===== src/rtl/ex_mem_pipe.sv =====
// ex_mem_pipe: EX/MEM pipeline register with T_new aging, stall-hold, bubble flush
// and the MEM-stage forwarding value/qualifier for the hazard unit.
module ex_mem_pipe #(
  parameter logic [31:0] RESET_PC = 32'h0000_3000,
  parameter int TNEW_W = 3
) (
  input  logic              clk,
  input  logic              reset,
  input  logic              en,
  input  logic              clr,
  input  logic [31:0]       instr_E,
  input  logic [31:0]       pc_E,
  input  logic [31:0]       alu_out_E,
  input  logic [31:0]       rt_data_E,
  input  logic [4:0]        a3_E,
  input  logic              regw_E,
  input  logic              memw_E,
  input  logic              memtoreg_E,
  input  logic              jjal_E,
  input  logic [TNEW_W-1:0] T_new_E,
  output logic [31:0]       instr_M,
  output logic [31:0]       pc_M,
  output logic [31:0]       alu_out_M,
  output logic [31:0]       rt_data_M,
  output logic [4:0]        a3_M,
  output logic              regw_M,
  output logic              memw_M,
  output logic              memtoreg_M,
  output logic              jjal_M,
  output logic [TNEW_W-1:0] T_new_M,
  output logic [31:0]       pc8_M,
  output logic [31:0]       fwd_data_M,
  output logic              fwd_valid_M
);
  logic [31:0]       r_instr, r_pc, r_alu, r_rt;
  logic [4:0]        r_a3;
  logic              r_regw, r_memw, r_memtoreg, r_jjal;
  logic [TNEW_W-1:0] r_tnew;
  logic [31:0]       w_pc8;
  // A bubble looks exactly like the reset state so it can never write back.
  always_ff @(posedge clk) begin
    if (reset || clr) begin
      r_instr    <= '0;
      r_pc       <= RESET_PC;
      r_alu      <= '0;
      r_rt       <= '0;
      r_a3       <= '0;
      r_regw     <= 1'b0;
      r_memw     <= 1'b0;
      r_memtoreg <= 1'b0;
      r_jjal     <= 1'b0;
      r_tnew     <= '0;
    end else if (en) begin
      r_instr    <= instr_E;
      r_pc       <= pc_E;
      r_alu      <= alu_out_E;
      r_rt       <= rt_data_E;
      r_a3       <= a3_E;
      r_regw     <= regw_E;
      r_memw     <= memw_E;
      r_memtoreg <= memtoreg_E;
      r_jjal     <= jjal_E;
      r_tnew     <= (T_new_E != '0) ? T_new_E - TNEW_W'(1) : '0;
    end
  end
  assign w_pc8       = r_pc + 32'd8;
  assign instr_M     = r_instr;
  assign pc_M        = r_pc;
  assign alu_out_M   = r_alu;
  assign rt_data_M   = r_rt;
  assign a3_M        = r_a3;
  assign regw_M      = r_regw;
  assign memw_M      = r_memw;
  assign memtoreg_M  = r_memtoreg;
  assign jjal_M      = r_jjal;
  assign T_new_M     = r_tnew;
  assign pc8_M       = w_pc8;
  assign fwd_data_M  = r_jjal ? w_pc8 : r_alu;
  // Loads are never forwarded from here; $0 is never a forwarding target.
  assign fwd_valid_M = r_regw & (r_a3 != 5'd0) & (r_tnew == '0) & ~r_memtoreg;
endmodule

===== config.mk =====
export PLATFORM = sky130hd
export DESIGN_NAME = ex_mem_pipe
export DESIGN_NICKNAME = d
export VERILOG_FILES = /design/src/rtl/ex_mem_pipe.sv
export SDC_FILE = /design/constraint.sdc
export NUM_CORES = 1
export LEC_CHECK = 0
export CAP_MARGIN = 20
export CORE_AREA = 3 3 136 138
export DETAILED_ROUTE_END_ITERATION = 8
export DIE_AREA = 0 0 139 141
export GPL_TIMING_DRIVEN = 0
export PLACE_DENSITY_LB_ADDON = 0.08
export SKIP_CTS_REPAIR_TIMING = 1
export SKIP_LAST_GASP = 1
export SYNTH_ARGS = -nofsm -noshare
export SYNTH_HDL_FRONTEND = slang
export SYNTH_SLANG_ARGS = --single-unit

===== constraint.sdc =====
create_clock -name clk -period 5.3 [get_ports clk]
set_clock_uncertainty 0.2 [all_clocks]
set_input_delay 0.795 -clock clk [delete_from_list [all_inputs] [get_ports clk]]
set_output_delay 0.795 -clock clk [all_outputs]
set_load 0.03 [all_outputs]

==> summary.txt, run 1 <==
Route
  • Drt total wl: 21470 um
  • Number of detailed-route iterations in the first pass: 4
  • Via density: 4.693
  • Routed WL per cell: 17.45 um
  • Number of DRC markers in iteration 0: 226
  • # DRC: 0
  • Detailed-route via count: 5773
  • Antenna-violating nets left: 0

Synthesis
  • Largest cells by area after synthesis: dfxtp_1 (47%), mux2i_1 (23%), nor2_1 (9.9%), mux2_2 (3.0%), clkbuf_1 (2.1%)
  • Synth Warn #: 0
  • Syn Std Cell Area: 5969 um2
  • EDFF count, synth: 0
  • Asr flop ratio synth: 0%
  • Compound-gate portion of the synthesized area: 3.584%
  • Largest family of logic cells by synthesized area: multiplexers
  • Mapped Cells: 626
  • Post-synth top flop: dfxtp_1
  • Count leader, synth: nor2_1
  • Mux cell area share after synthesis: 26.33%
  • Top cells by instance count after synthesis: nor2_1 (158), dfxtp_1 (140), mux2i_1 (139), clkbuf_1 (33), nand2_1 (28)
  • Area share of the largest cell type after synthesis: 46.95%
  • Synth Area in Simple Gates: 17.25%
  • Number of synthesized register bits: 140
  • Mapped Nets: 773
  • Xor/xnor cell area share of the yosys netlist: 1.907%
  • Mean Syn Cell Area: 9.536 um2
  • Synth area leader: dfxtp_1
  • Sequential area share after synthesis: 46.95%
  • Synth unique cells: 34
  • Adder-Cell Fraction of Synth Area: 0.6288%

Clocking
  • CTS buffer count: 17
  • Htree depth: 4
  • CTS root buf: clkbuf_16
  • Sink Count: 140
  • Clk_lat worst skew: 0.41 ns
  • CTS tree: done
  • Clock transition at path regs: 0.07 ns
  • Clk buf depth: 2

Floorplanning
  • Initial Util: 34.51%
  • Die H: 141 um
  • Chip width: 139 um
  • Die Area: 19600 um2
  • Core Footprint: 17300 um2
  • Site row count: 48
  • Ports: 349

Layout
  • Layout cells sized above 1: 5.871%
  • Diode count: 0
  • Design Area, Final: 10310 um2
  • Area grow syn2layout: 72.71%
  • Final nets: 1139

Global route
  • Gr usage total: 21.59%
  • Initial antenna violation count: 0
  • Vias in the first global route: 5851
  • Congestion Overflow GR: 0
  • First-pass GRT wire length: 33140 um
  • Largest net degree at the start of global routing: 17

Status
  • Status: finished clean

Min path
  • Hold crit path type: flip-flop to flip-flop
  • Hold Crit Depth: 2

Pwr
  • PnR Total Power: 0.002795 W
  • Pwr/cell area: 271.1 nW/um2
  • Static Leak: 4.155 nW
  • Worst VDD drop: 0.2092 mV

Critical path
  • Critical-path top delay cell: clkdlybuf4s50_1
  • Critical Path AT: 3.21 ns
  • Critical path peak fanout: 10
  • Kind of critical path: flip-flop to primary output
  • Most numerous cell on the critical path: or4_4
  • Crit end category: primary output
  • R2R cell count: 3
  • CP required: 4.30 ns
  • Worst setup SP type: flip-flop
  • CP cell instances: nand4_1 > or4_4 > buf_6 > or4_4 > a31oi_1 > clkdlybuf4s50_1
  • Max stage delay on crit path: 0.70 ns

Run
  • # Max-Cap Violations: 0

Timing
  • Post-layout min period: 4.205 ns
  • Crit share post-route: 79.34%
  • Relative slew slack: 46.21%
  • Worst slew pin tran: 0.8069 ns
  • Setup TNS: 0 ns
  • RSZ-0062 raised after global routing: false
  • Final setup vio count: 0
  • Final hold violation count: 0
  • Final Max Tran Viols: 0
  • FMAX: 0.2378 GHz

Place
  • RePlAce Congestion: 0.8427
  • Post-placement cell area: 9724 um2
  • IO Port Bufs: 347
  • Post-DP HPWL: 16790 um
cell families (layout without fill, tap and decap cells):
logic type	after synthesis	in the layout
XOR/XNOR	13	13
AO/OA/AOI/OAI	33	33
buffers and inverters	48	427
multiplexers	155	155
adder cells (fa/ha/maj)	3	3
flip-flops	140	140
AND/OR/NAND/NOR	234	234
registers in the layout, summed over array words and instances (netlist names):
name,cells
pc_M,32
alu_out_M,32
rt_data_M,32
memtoreg_M,1
T_new_M,3
instr_M,32
regw_M,1
jjal_M,1
a3_M,5
memw_M,1
per-stage QoR:
stage                     instances  utilization (%)  setup WS (ns)  hold WS (ns)
after floorplan                 626                -          1.777        0.4354
after detailed placement       1198            56.22          1.504        0.2832
after CTS                      1230            59.61          1.046        0.2972
final                          1230            59.61          1.095        0.2904
after global placement         1198            56.22          1.521        0.2716
after global routing           1230            59.61         0.9312        0.3152
worst max-delay path: cells and delay by family, from the launching register on:
kind | cells | cell delay [ns]
buf+inv | 2 | 0.85
simple gates | 3 | 1.29
flops | 1 | 0.48
compound gates | 1 | 0.17
final timing paths:
path / startpoint / endpoint / slack (ns)
max: pc_M[11] / fwd_data_M[28] / 1.10
min: instr_M[17] / instr_M[17] / 0.29
max reg2reg: jjal_M / jjal_M / 3.84
min reg2reg: instr_M[17] / instr_M[17] / 0.29
power by group:
| part | switching, W | internal, W | total, W |
|---|---|---|---|
| Clock | 0.000476 | 0.000707 | 0.00118 |
| Combinational | 0.000243 | 0.000251 | 0.000494 |
| Sequential | 0.0000305 | 0.00109 | 0.00112 |
| Total | 0.000749 | 0.00205 | 0.00280 |
placed cells by master, fill, tap and decap left out, types with 2 or more instances in the layout:
master / n
clkbuf_1: 34
ha_1: 3
xor2_1: 4
and4_1: 4
nor2_1: 158
clkinv_2: 2
clkinv_4: 2
or3_1: 5
inv_1: 8
buf_1: 2
nand3_1: 9
or4_4: 2
a31oi_1: 15
inv_6: 2
nand4_1: 9
o31ai_1: 7
xnor2_1: 9
o21ai_0: 7
clkdlybuf4s50_1: 347
nor3_1: 4
bufinv_16: 2
buf_4: 3
or2_2: 2
clkinvlp_4: 5
dfxtp_1: 140
mux2i_1: 139
and3_1: 2
clkbuf_16: 17
nand2_1: 28
or4_1: 7
mux2_2: 16
metal layers:
metal	up-vias	wire (um)	GRT usage [%]
li1	2888	-	-
met3	35	1771	8.073
met1	2616	8462	24.23
met4	0	554	7.930
met5	-	0	0
met2	234	10680	37.56
cell type report:
type | count | area (um2)
Buffer | 40 | 170.2
Clock buffer | 19 | 442.9
Clock inverter | 13 | 142.6
Fill cell | 1586 | 6987
Inverter | 8 | 30.03
Multi-Input combinational cell | 438 | 2967
Sequential cell | 140 | 2803
Tap cell | 225 | 281.5
Timing Repair Buffer | 347 | 3473
(Power assumes the default switching activity.)
==> inputs of run 2 (changes only) <==
- CORE_AREA: 3 3 136 138 -> 3 3 134 136
- DIE_AREA: 0 0 139 141 -> 0 0 137 139
- clock period: 5.3 -> 4.1 ns (I/O delays scaled with it)
==> run 2 against run 1 <==
- clock power rose by 38%
- sequential power rose by 29%
- power rose by 33%
- cell area rose by 0.55%
- sequential share of layout area fell by 0.15 points
- critical path depth did not move
- first-iteration DRC count fell by 19%
- flip-flop and latch count did not move
- register-to-register slack got worse by 1.2 ns
- via count rose by 1.4%
- clock-buffer cell count fell by 1
==> summary.txt, run 2 (same netlist as run 1, synthesis figures left out) <==
Status
  • Status: finished clean (unchanged)

Min path
  • Hold crit path type: flip-flop to flip-flop (unchanged)
  • Hold Crit Depth: 2 (unchanged)
  • Hold endpoint: rt_data_M[22] (was instr_M[17])
  • Worst Hold Launch: rt_data_M[22] (was instr_M[17])

Route
  • Number of detailed-route iterations in the first pass: 4 (unchanged)
  • Drt total wl: 21600 um (was 21470 um)
  • # DRC: 0 (unchanged)
  • Number of DRC markers in iteration 0: 183 (was 226)
  • Routed WL per cell: 17.56 um (was 17.45 um)
  • Antenna-violating nets left: 0 (unchanged)
  • Via density: 4.759 (was 4.693)
  • Detailed-route via count: 5853 (was 5773)

Layout
  • Layout cells sized above 1: 6.070% (was 5.871%)
  • Final nets: 1139 (unchanged)
  • Diode count: 0 (unchanged)
  • Fin util: 60.78% (was 59.61%)
  • Commonest non-fill, non-tap cell in the layout: clkdlybuf4s50_1 (unchanged)
  • Commonest non-fill, non-tap cells in the layout: clkdlybuf4s50_1 (341), nor2_1 (158), dfxtp_1 (140), mux2i_1 (139), clkbuf_1 (33) (was clkdlybuf4s50_1 (347), nor2_1 (158), dfxtp_1 (140), mux2i_1 (139), clkbuf_1 (34))
  • Area grow syn2layout: 73.65% (was 72.71%)

Critical path
  • Worst R2R Setup Slack: 2.68 ns (was 3.84 ns)
  • Worst setup SP type: flip-flop (unchanged)
  • Worst r2r src: jjal_M (unchanged)
  • Critical path peak fanout: 10 (unchanged)
  • R2R cell count: 3 (unchanged)
  • Kind of critical path: flip-flop to primary output (unchanged)
  • Worst reg2reg endpoint: jjal_M (unchanged)
  • Crit end category: primary output (unchanged)
  • Critical Path AT: 3.14 ns (was 3.21 ns)
  • CP required: 3.28 ns (was 4.30 ns)

Floorplanning
  • Die H: 139 um (was 141 um)
  • Initial Util: 35.00% (was 34.51%)
  • Core Footprint: 17060 um2 (was 17300 um2)
  • Die Area: 19040 um2 (was 19600 um2)
  • Chip width: 137 um (was 139 um)
  • Ports: 349 (unchanged)
  • Site row count: 48 (unchanged)

Timing
  • Crit share post-route: 96.55%
  • Final Max Tran Viols: 0 (unchanged)
  • RSZ-0062 raised after global routing: false (unchanged)
  • Post-layout min period: 3.959 ns
  • Final hold slack: 0.2926 ns (was 0.2904 ns)
  • Final hold violation count: 0 (unchanged)
  • Worst slew pin tran: 0.7943 ns (was 0.8069 ns)
  • Final setup vio count: 0 (unchanged)
  • FMAX: 0.2526 GHz
  • Relative slew slack: 47.04% (was 46.21%)
  • Setup TNS: 0 ns (unchanged)

Clocking
  • Clk_lat worst skew: 0.41 ns (about the same)
  • Sink Count: 140 (unchanged)
  • Clk buf depth: 2 (unchanged)
  • CTS tree: done (unchanged)
  • CTS buffer count: 17 (unchanged)
  • CTS root buf: clkbuf_16 (unchanged)
  • Clock transition at path regs: 0.06 ns (was 0.07 ns)
  • Htree depth: 4 (unchanged)

Global route
  • Congestion Overflow GR: 0 (unchanged)
  • Initial antenna violation count: 1 (was 0)
  • First-pass GRT wire length: 32620 um (was 33140 um)
  • Largest net degree at the start of global routing: 17 (unchanged)
  • Vias in the first global route: 5770 (was 5851)
  • Gr usage total: 22.29% (was 21.59%)

Place
  • Post-DP HPWL: 16780 um (was 16790 um)
  • RePlAce Congestion: 0.7610 (was 0.8427)
  • IO Port Bufs: 347 (unchanged)

Run
  • # Max-Cap Violations: 0 (unchanged)

Pwr
  • Pwr/cell area: 358.0 nW/um2 (was 271.1 nW/um2)
  • Static Leak: 4.284 nW (was 4.155 nW)
  • Worst VDD drop: 0.2752 mV (was 0.2092 mV)
[run 2: worst max-delay path by stage]
stage             start  cells after the start              to
3_3_place_gp   pc_M[11]                      6  fwd_data_M[28]
2_1_floorplan  pc_M[11]                      5  fwd_data_M[28]
4_1_cts        pc_M[16]                      6  fwd_data_M[28]
5_1_grt        pc_M[11]                      6       pc8_M[28]
3_5_place_dp    pc_M[3]                      6  fwd_data_M[23]
6_report       pc_M[12]                      6       pc8_M[28]
[run 2: per-stage QoR]
stage	power, W	cell area (um2)	std cells	worst slack [ns]
after CTS	0.003744	10340	1230	0.01197
after floorplan	0.001788	5969	626	0.7566
after global routing	0.003840	10370	1230	0.004250
final	0.003711	10370	1230	0.1413
after global placement	0.002115	9724	1198	0.4842
after detailed placement	0.002117	9724	1198	0.4756
[run 2: cell type report]
cell class,count,area (um2)
sequential,140,2803
clock inverter,14,181.4
tap,225,281.5
inverter,8,30.03
clock buffer,18,439.2
buffer,40,170.2
multi-input combinational,438,2973
fill,1548,6690
timing repair buffer,347,3488
[run 2: critical path: stages, from the launching register on]
cell,delay [ns]
dfxtp_1,0.49
nand4_1,0.24
or4_4,0.60
buf_6,0.15
or4_4,0.48
nand2_1,0.08
clkdlybuf4s50_1,0.68
[run 2: report_power, final]
part | switching, W | leakage (nW) | internal (W)
combinational | 0.000314 | 2.84 | 0.000324
clock | 0.000640 | 0.303 | 0.000987
sequential | 0.0000403 | 1.14 | 0.00141
total | 0.000995 | 4.28 | 0.00272
[run 2: metal layers]
metal / up-vias / part of all wire (%) / wire length (um) / track usage [%]
li1: 2889 / - / - / -
met1: 2690 / 39 / 8446 / 25.11
met2: 243 / 50 / 10740 / 38.52
met3: 29 / 8.8 / 1892 / 8.055
met4: 2 / 2.4 / 508 / 7.773
met5: - / 0.060 / 13 / 0
